[src/rtl/tpu_pkg.sv]
// Shared TPU definitions: default datapath sizes, result-source indices and
// the writeback FSM state encoding.
`default_nettype none

package tpu_pkg;

  localparam int DWIDTH_DEF   = 8;
  localparam int AWIDTH_DEF   = 10;
  localparam int MAT_SIZE_DEF = 4;
  localparam int NUM_SRC_DEF  = 4;

  localparam int SRC_MATMUL = 0;
  localparam int SRC_NORM   = 1;
  localparam int SRC_ACT    = 2;
  localparam int SRC_POOL   = 3;

  typedef enum logic [1:0] {
    ST_IDLE   = 2'd0,
    ST_ACTIVE = 2'd1,
    ST_DONE   = 2'd2
  } wb_state_t;

endpackage

`default_nettype wire

[src/rtl/wb_addr_gen.sv]
// Writeback address generator: running write address, stride add and row
// counter, flagging the final row of the job.
`default_nettype none

module wb_addr_gen #(
  parameter int AWIDTH = 10
) (
  input  logic              clk,
  input  logic              reset,
  input  logic              load,
  input  logic              advance,
  input  logic [AWIDTH-1:0] base_addr,
  input  logic [AWIDTH-1:0] stride,
  input  logic [7:0]        num_rows,
  output logic [AWIDTH-1:0] next_addr,
  output logic              last_row
);

  logic [AWIDTH-1:0] stride_q;
  logic [7:0]        rows_q;
  logic [7:0]        row_cnt;

  always_ff @(posedge clk) begin
    if (reset) begin
      next_addr <= '0;
      stride_q  <= '0;
      rows_q    <= '0;
      row_cnt   <= '0;
    end else if (load) begin
      next_addr <= base_addr;
      stride_q  <= stride;
      rows_q    <= num_rows;
      row_cnt   <= '0;
    end else if (advance) begin
      // Address wraps modulo 2^AWIDTH by plain truncation.
      next_addr <= next_addr + stride_q;
      row_cnt   <= row_cnt + 8'd1;
    end
  end

  assign last_row = (row_cnt == (rows_q - 8'd1));

endmodule

`default_nettype wire

[src/rtl/result_writeback.sv]
// Result writeback: selects one result source and streams its rows into BRAM
// at base + k*stride, masking unused lanes of the final row.
`default_nettype none

module result_writeback
  import tpu_pkg::*;
#(
  parameter int DWIDTH   = DWIDTH_DEF,
  parameter int MAT_SIZE = MAT_SIZE_DEF,
  parameter int AWIDTH   = AWIDTH_DEF,
  parameter int NUM_SRC  = NUM_SRC_DEF
) (
  input  logic                                     clk,
  input  logic                                     reset,
  input  logic                                     start,
  input  logic [AWIDTH-1:0]                        base_addr,
  input  logic [AWIDTH-1:0]                        stride,
  input  logic [7:0]                               num_rows,
  input  logic [$clog2(MAT_SIZE):0]                last_lanes,
  input  logic [((NUM_SRC > 1) ? $clog2(NUM_SRC) : 1)-1:0] src_sel,
  input  logic [NUM_SRC*MAT_SIZE*DWIDTH-1:0]       src_data,
  input  logic [NUM_SRC-1:0]                       src_valid,
  output logic [AWIDTH-1:0]                        bram_addr,
  output logic [MAT_SIZE*DWIDTH-1:0]               bram_wdata,
  output logic [MAT_SIZE-1:0]                      bram_we,
  output logic                                     bram_en,
  output logic                                     busy,
  output logic                                     done,
  output logic                                     drop_err
);

  localparam int ROW_W  = MAT_SIZE * DWIDTH;
  localparam int SEL_W  = (NUM_SRC > 1) ? $clog2(NUM_SRC) : 1;
  localparam int LANE_W = $clog2(MAT_SIZE) + 1;

  wb_state_t         state, state_nxt;
  logic [SEL_W-1:0]  sel_q;
  logic [LANE_W-1:0] lanes_q;
  logic              last_pend;
  logic              live_valid, held_valid;
  logic [ROW_W-1:0]  held_row;
  logic [MAT_SIZE-1:0] final_mask;
  logic              load, accept, drop, clr_drop;
  logic [AWIDTH-1:0] next_addr;
  logic              last_row;

  wb_addr_gen #(
    .AWIDTH(AWIDTH)
  ) u_addr_gen (
    .clk      (clk),
    .reset    (reset),
    .load     (load),
    .advance  (accept),
    .base_addr(base_addr),
    .stride   (stride),
    .num_rows (num_rows),
    .next_addr(next_addr),
    .last_row (last_row)
  );

  // live_valid uses the port select (no job latched yet in IDLE);
  // held_valid/held_row use the select captured at job start.
  always_comb begin
    live_valid = 1'b0;
    held_valid = 1'b0;
    held_row   = '0;
    for (int s = 0; s < NUM_SRC; s++) begin
      if (src_sel == SEL_W'(s)) live_valid = src_valid[s];
      if (sel_q == SEL_W'(s)) begin
        held_valid = src_valid[s];
        held_row   = src_data[s*ROW_W +: ROW_W];
      end
    end
  end

  always_comb begin
    final_mask = '1;
    if (lanes_q >= LANE_W'(1) && lanes_q <= LANE_W'(MAT_SIZE)) begin
      for (int l = 0; l < MAT_SIZE; l++) final_mask[l] = (LANE_W'(l) < lanes_q);
    end
  end

  always_comb begin
    state_nxt = state;
    load      = 1'b0;
    accept    = 1'b0;
    drop      = 1'b0;
    clr_drop  = 1'b0;
    case (state)
      ST_IDLE: begin
        if (start) begin
          load      = 1'b1;
          clr_drop  = 1'b1;
          state_nxt = (num_rows != 8'd0) ? ST_ACTIVE : ST_DONE;
        end else if (live_valid) begin
          drop = 1'b1;
        end
      end
      ST_ACTIVE: begin
        // last_pend marks the cycle the final write is on the bus.
        if (last_pend) state_nxt = ST_DONE;
        else if (held_valid) accept = 1'b1;
      end
      ST_DONE: begin
        state_nxt = ST_IDLE;
        if (held_valid) drop = 1'b1;
      end
      default: state_nxt = ST_IDLE;
    endcase
  end

  always_ff @(posedge clk) begin
    if (reset) begin
      state      <= ST_IDLE;
      sel_q      <= '0;
      lanes_q    <= '0;
      last_pend  <= 1'b0;
      drop_err   <= 1'b0;
      bram_addr  <= '0;
      bram_wdata <= '0;
      bram_we    <= '0;
    end else begin
      state <= state_nxt;
      if (load) begin
        sel_q   <= src_sel;
        lanes_q <= last_lanes;
      end
      if (load)                   last_pend <= 1'b0;
      else if (accept && last_row) last_pend <= 1'b1;
      else if (state != ST_ACTIVE) last_pend <= 1'b0;
      if (clr_drop)  drop_err <= 1'b0;
      else if (drop) drop_err <= 1'b1;
      if (accept) begin
        bram_addr  <= next_addr;
        bram_wdata <= held_row;
        bram_we    <= last_row ? final_mask : '1;
      end else begin
        bram_wdata <= '0;
        bram_we    <= '0;
      end
    end
  end

  assign bram_en = 1'b1;
  assign busy    = (state == ST_ACTIVE) || (state == ST_DONE);
  assign done    = (state == ST_DONE);

endmodule

`default_nettype wire

[config.mk]
export PLATFORM = sky130hd
export DESIGN_NAME = result_writeback
export DESIGN_NICKNAME = d
export VERILOG_FILES = /design/src/rtl/tpu_pkg.sv /design/src/rtl/wb_addr_gen.sv /design/src/rtl/result_writeback.sv
export SDC_FILE = /design/constraint.sdc
export NUM_CORES = 1
export LEC_CHECK = 0
export ABC_AREA = 1
export BUFFER_PORTS_ARGS = -buffer_cell sky130_fd_sc_hd__buf_2
export CORE_AREA = 2 2 133 83
export DETAILED_ROUTE_END_ITERATION = 6
export DIE_AREA = 0 0 135 85
export HOLD_SLACK_MARGIN = 0.12
export PLACE_DENSITY = 0.77
export SLEW_MARGIN = 20
export SYNTH_ARGS = -nofsm -noshare
export SYNTH_HDL_FRONTEND = slang
export SYNTH_SLANG_ARGS = --single-unit
[constraint.sdc]
create_clock -name clk -period 2.1 [get_ports clk]
set_input_delay 0.21 -clock clk [delete_from_list [all_inputs] [get_ports clk]]
set_output_delay 0.21 -clock clk [all_outputs]
set_load 0.01 [all_outputs]
==> key figures, run 1 <==
Place
  • GP Congestion: 0.9600
  • Placed instance count: slightly above 1k
  • Port Buf Inserts: 216
  • Placed wire-length estimate: 11780 um
  • Setup WS pre-CTS: ~280 ps

Final layout
  • Syn-to-layout area delta: 31.25%
  • Fin cells: 1029
  • Filler cells: 965
  • Ratio of cells with drive above 1 in the final layout: 0.2910
  • # diodes: 0
  • Final Core Density: 0.6022
  • Commonest cells after routing, fill and taps aside: 216 x buf_2, 158 x nand2_1, 91 x dfxtp_1
  • Commonest non-fill, non-tap cell in the layout: buf_2
  • Final nets: roughly 1.1k

Worst hold path
  • Hold crit path type: in -> reg

Floorplan
  • Die area: 11480 um^2
  • Die H: approximately 85 um
  • Core area: about 10000 um^2
  • Number of top-level pins: 218
  • Die Width: about 140 um
  • FP Rows: 29
  • Initial Utilization: 0.4588

GRT
  • Largest net degree at the start of global routing: 39
  • Vias in the first global route: between 4k and 5k
  • Tot GR Track Use: 0.2644
  • Antenna violations before repair: 1
  • First-pass GRT wire length: roughly 24000 um
  • GRT Residual Overflow: 0

Pwr
  • Worst vdd ir: between 0.0005 and 0.0006 V
  • Leakage: 0.003047 uW
  • Clk pwr share: 0.233
  • Sw frac: 0.4142
  • Comb power frac: 0.430
  • Net switching power figure: 2945 uW
  • Pwr dens: 1145 nW/um^2
  • Pint: between 4000 and 5000 uW
  • Sequential power share: 0.336

Route
  • DRC errors left: 0
  • Vias post-DR: around 5.4k
  • Drt total wl: between 15000 and 20000 um
  • Via density: around 5.2
  • Average wire per standard cell: between 10 and 15 um
  • DR pass1 iterations: 6
  • Iteration-0 DRC Markers: about 520
  • ANT nets after route: 0

STA
  • Final Hold Viols: 0
  • Max-slew violations: 0
  • Fmax: 535.3 MHz
  • Worst Tran Pin Value: between 500 and 600 ps
  • RSZ-0062 raised after global routing: false
  • Fin Hold WS: roughly 120 ps
  • Final-report setup violation count: 0
  • Slew HR: 0.6371
  • Fin crit share: 0.8896
  • Worst clock skew: 5.724 ps
  • Setup WS post-layout: roughly 230 ps
  • Fin Setup TNS: 0 ps
  • Tmin final: roughly 1900 ps

Clocking
  • Worst-path clk slew: approximately 70 ps
  • Num CTS Buffers: 9
  • Clock sinks: 91
  • # H-tree levels: 3
  • Clock tree from TritonCTS: built
  • CTS resizes: 0
  • Clock Tree Buf Depth: 2
  • Clock Tree Root: clkbuf_16
  • Worst-Skew Late Latency: around 340 ps

Critical path
  • Worst endpoint required time: between 2000 and 2500 ps
  • Kind of critical path: reg -> reg
  • CP max stage cell: dfxtp_1
  • Worst setup SP type: flop
  • CP dominant cell by count: nand2_1
  • Slowest cell delay on critical path: about 480 ps
  • Crit. End Element: flop
  • CP Cell Sequence: inv_4, nand2_1, nand2_1, nand3_1, nand2_2, nand2_4, buf_4, nand2_4, inv_2, nand2_1, a21oi_1
  • CP max FO: 13
  • CP arrival: roughly 2100 ps

Synth
  • Cell taking the most area after synthesis: dfxtp_1
  • Post-synth ARST share: 0
  • Post-synthesis register bit count: 91
  • Top FF cell, synth: dfxtp_1
  • Top-area cell type share of the netlist area: 0.3853
  • Synth Instances: about 700
  • Syn_nets: 864
  • EDFF count, synth: 0
  • Syn avg cell area: about 6.9 um^2
  • Synth top area cells: dfxtp_1 39%, nand2_1 13%, o21ai_0 9.1%, nor2_1 6.4%, a31oi_1 4.6%
  • Post-synthesis sequential area ratio: 0.3853
  • Distinct cells, synth: 36
  • YS warnings: 0
  • Post-Synthesis Cell Area: between 4000 and 5000 um^2

Flow run
  • Max-cap violation count: 0

Run status
  • Status: finished clean
## critical path, delay by kind of cell (launching register included)
kind / cells / cell delay [ps]
flops: 1 / 480
buf+inv: 3 / 520
compound gates: 1 / 160
simple gates: 7 / 630
## timing repair
action	in CTS	in global routing
hold endpoints to repair	2	0
hold buffers	2	0
setup buffers	0	0
## kinds of logic (layout without fill, tap and decap cells)
logic type,after synthesis,in the layout,synth area share
AOI/OAI and AO/OA,183,183,0.2080
xor gates and xnor gates,10,10,0.01852
adders and majority gates,15,15,0.04128
buffers and inverters,87,296,0.08256
DFF,91,91,0.3853
other,1,1,0.0007931
and+or+nand+nor,294,294,0.2636
## sequential cells by signal (all words and copies together) (netlist names), 3 cells and up
register	cells
u_addr_gen.row_cnt	8
bram_wdata	32
u_addr_gen.rows_q	8
u_addr_gen.next_addr	10
u_addr_gen.stride_q	10
bram_addr	10
lanes_q	3
bram_we	4
## routing by layer
layer / part of all wire / global-route usage / wire (um)
met1: 0.48 / 0.3994 / 7417
met2: 0.41 / 0.3766 / 6330
met3: 0.085 / 0.06033 / 1297
met4: 0.019 / 0.07008 / 293
met5: 0 / 0 / 0
## metrics by stage
step                      total power (uW)  instance area, um^2
after CTS                             7080                 6206
final                                 7108                 6206
after global routing                  7659                 6206
after global placement                5375                 5881
after floorplan                       4524                 4728
after detailed placement              5412                 5881
## synthesized netlist by cell type (all sizes together), types with 2 or more instances
library cell  instances
a21oi                32
a31oi                35
buf                  10
clkbuf               25
dfxtp                91
ha                   14
inv                  51
nand2               162
nand3                35
nand3b                2
nand4                 4
nor2                 87
nor4                  2
o21ai               112
xnor2                 4
xor2                  6
## final cells by class
| class | count | area, um^2 | share of cell area |
|---|---|---|---|
| clock buffer | 11 | 242.7 | 0.03911 |
| clock inverter | 5 | 62.56 | 0.01008 |
| inverter | 52 | 200.2 | 0.03226 |
| multi-input combinational | 503 | 2516 | 0.4054 |
| sequential | 91 | 1822 | 0.2935 |
| tap | 139 | 173.9 | 0.02802 |
| timing repair buffer | 228 | 1189 | 0.1915 |
## worst paths after layout
path | cells past startpoint | slack, ps | to | from
setup / recovery | 11 | 230 | u_addr_gen.next_addr[9] | sel_q[1]
hold / removal | 3 | 120 | bram_wdata[12] | src_data[12]
hold reg to reg | 2 | 480 | last_pend | last_pend
setup reg to reg | 11 | 230 | u_addr_gen.next_addr[9] | sel_q[1]
## power by group through the flow
stage	Combinational [uW]	Sequential (uW)	Clock [uW]
finish	3060	2390	1660
global route	3460	2430	1770
CTS	3030	2380	1670
detailed placement	3000	2410	0
global placement	2960	2410	0
floorplan	2130	2390	0
Note: power is estimated with default switching activity, not from simulation.
==> run 2: changes to the inputs <==
- RECOVER_POWER: default -> 50
==> run 2 against run 1 <==
Net effect:
- count of clock-buffer cells in the layout is the same
- power shrank 1.1%
- final cell count is the same
- largest cell class unchanged
- sequential power is essentially flat
==> key figures, run 2 (same netlist as run 1, synthesis figures left out) <==
Run status
  • Status: finished clean

Critical path
  • Kind of critical path: reg -> reg
  • Crit. End Element: flop
  • Worst endpoint required time: ~2400 ps
  • CP max stage cell: nor2_8
  • Worst setup SP type: flop
  • Reg2reg end: bram_wdata[0]
  • Worst reg2reg setup slack: approximately 220 ps
  • CP max FO: 36
  • Slowest cell delay on critical path: ~400 ps
  • CP arrival: about 2200 ps
  • Reg-to-Reg Start: state[1]
  • CP dominant cell by count: inv_1
  • CP Cell Sequence: inv_1, ha_1, inv_1, nor2_1, nand2_4, nor2_8, o21ai_0, a31oi_1
  • Worst R2R Path Depth: 8

STA
  • Tmin final: ~1900 ps
  • Fmax: ~530 MHz
  • Max-slew violations: 0
  • Fin Setup TNS: 0 ps
  • Worst Tran Pin Value: between 700 and 800 ps
  • Fin Hold WS: 121.5 ps
  • Worst clock skew: ~6.3 ps
  • RSZ-0062 raised after global routing: false
  • Setup WS post-layout: about 220 ps
  • Fin crit share: 0.8976
  • Slew HR: 0.5149
  • Final-report setup violation count: 0
  • Final Hold Viols: 0

Pwr
  • Pwr dens: 1148 nW/um^2
  • Leakage: ~0.0028 uW
  • Worst vdd ir: between 0.0005 and 0.0006 V

Final layout
  • Fin cells: slightly above 1k
  • Largest register FFs: 32
  • Commonest cells after routing, fill and taps aside: 167 x buf_2, 158 x nand2_1, 91 x dfxtp_1
  • Syn-to-layout area delta: 29.56%
  • # diodes: 0
  • Ratio of cells with drive above 1 in the final layout: 0.2348
  • Final nets: 1068
  • Design area: approximately 6000 um^2
  • Most flops, register: bram_wdata
  • Commonest non-fill, non-tap cell in the layout: buf_2

Worst hold path
  • Worst hold path endpoint: bram_wdata[12]
  • Worst hold path depth: 3
  • Hold Startpoint: src_data[12]
  • Hold crit path type: in -> reg

Clocking
  • Clock tree from TritonCTS: built
  • Clock Tree Buf Depth: 2
  • CTS resizes: 0
  • Clock sinks: just over 90
  • Worst-path clk slew: roughly 70 ps
  • # H-tree levels: 3
  • Num CTS Buffers: 9
  • Clock Tree Root: clkbuf_16
  • Worst-Skew Late Latency: between 300 and 400 ps

Place
  • Setup WS pre-CTS: ~280 ps
  • Port Buf Inserts: between 200 and 250
  • GP Congestion: about 0.96
  • Placed instance count: a little over 1k
  • Placed wire-length estimate: 11780 um
  • Post-DP Area: between 5000 and 6000 um^2

Floorplan
  • Die Width: approximately 140 um
  • Initial Utilization: 0.4588
  • FP Rows: 29
  • Die area: approximately 11000 um^2
  • Core area: 10300 um^2
  • Die H: 85 um
  • Number of top-level pins: around 220

GRT
  • Vias in the first global route: around 4.8k
  • Tot GR Track Use: 0.2644
  • First-pass GRT wire length: 23920 um
  • Largest net degree at the start of global routing: 39
  • GRT Residual Overflow: 0
  • Antenna violations before repair: 1

Route
  • Drt total wl: roughly 15000 um
  • ANT nets after route: 0
  • DRC errors left: 0
  • Vias post-DR: between 5k and 6k
  • Average wire per standard cell: 14.92 um
  • Iteration-0 DRC Markers: about 470
  • DR pass1 iterations: 5
  • Via density: between 5 and 6

Flow run
  • Max-cap violation count: 0
==> run 2: worst max-delay path by stage <==
stage | from | to | slack [ps] | depth (start not counted)
4_1_cts | sel_q[1] | u_addr_gen.next_addr[9] | 240 | 11
2_1_floorplan | u_addr_gen.next_addr[0] | u_addr_gen.next_addr[6] | 540 | 10
5_1_grt | state[1] | bram_wdata[5] | 30 | 8
3_3_place_gp | sel_q[1] | u_addr_gen.next_addr[9] | 350 | 12
6_report | state[1] | bram_wdata[0] | 220 | 8
3_5_place_dp | sel_q[1] | u_addr_gen.next_addr[9] | 280 | 12
==> run 2: metrics by stage <==
step | power (uW) | utilization
after floorplan | 4524 | -
after CTS | 7080 | 0.6022
after global routing | 7583 | 0.5945
after global placement | 5375 | 0.5707
after detailed placement | 5412 | 0.5707
final | 7031 | 0.5945
==> run 2: metal layers <==
metal,up-vias,track usage,share of wire
li1,2670,-,-
met1,2403,0.3994,0.48
met2,252,0.3766,0.41
met3,29,0.06033,0.087
met4,0,0.07008,0.020
met5,-,0,0
==> run 2: what timing repair did <==
item                                   in CTS  in global routing
endpoints found under the hold margin       2                  0
hold buffers                                2                  0
buffers inserted                            0                  0
==> run 2: power breakdown <==
group / internal [uW] / switching, uW / total (uW)
clock network: 960 / 701 / 1660
logic: 1030 / 1950 / 2970
registers: 2100 / 296 / 2390
==> run 2: critical path, delay by kind of cell (launching register included) <==
family | cells | cell delay (ps)
AO/OA/AOI/OAI | 2 | 370
flip-flops | 1 | 330
buffers and inverters | 2 | 140
AND/OR/NAND/NOR | 3 | 790
adder cells (fa/ha/maj) | 1 | 170
==> run 2: final cells by class <==
class | count | area (um^2)
Fill cell | 999 | 4179
Multi-Input combinational cell | 503 | 2516
Sequential cell | 91 | 1822
Timing Repair Buffer | 228 | 1109
Clock buffer | 11 | 242.7
Inverter | 52 | 200.2
Tap cell | 139 | 173.9
Clock inverter | 5 | 62.56
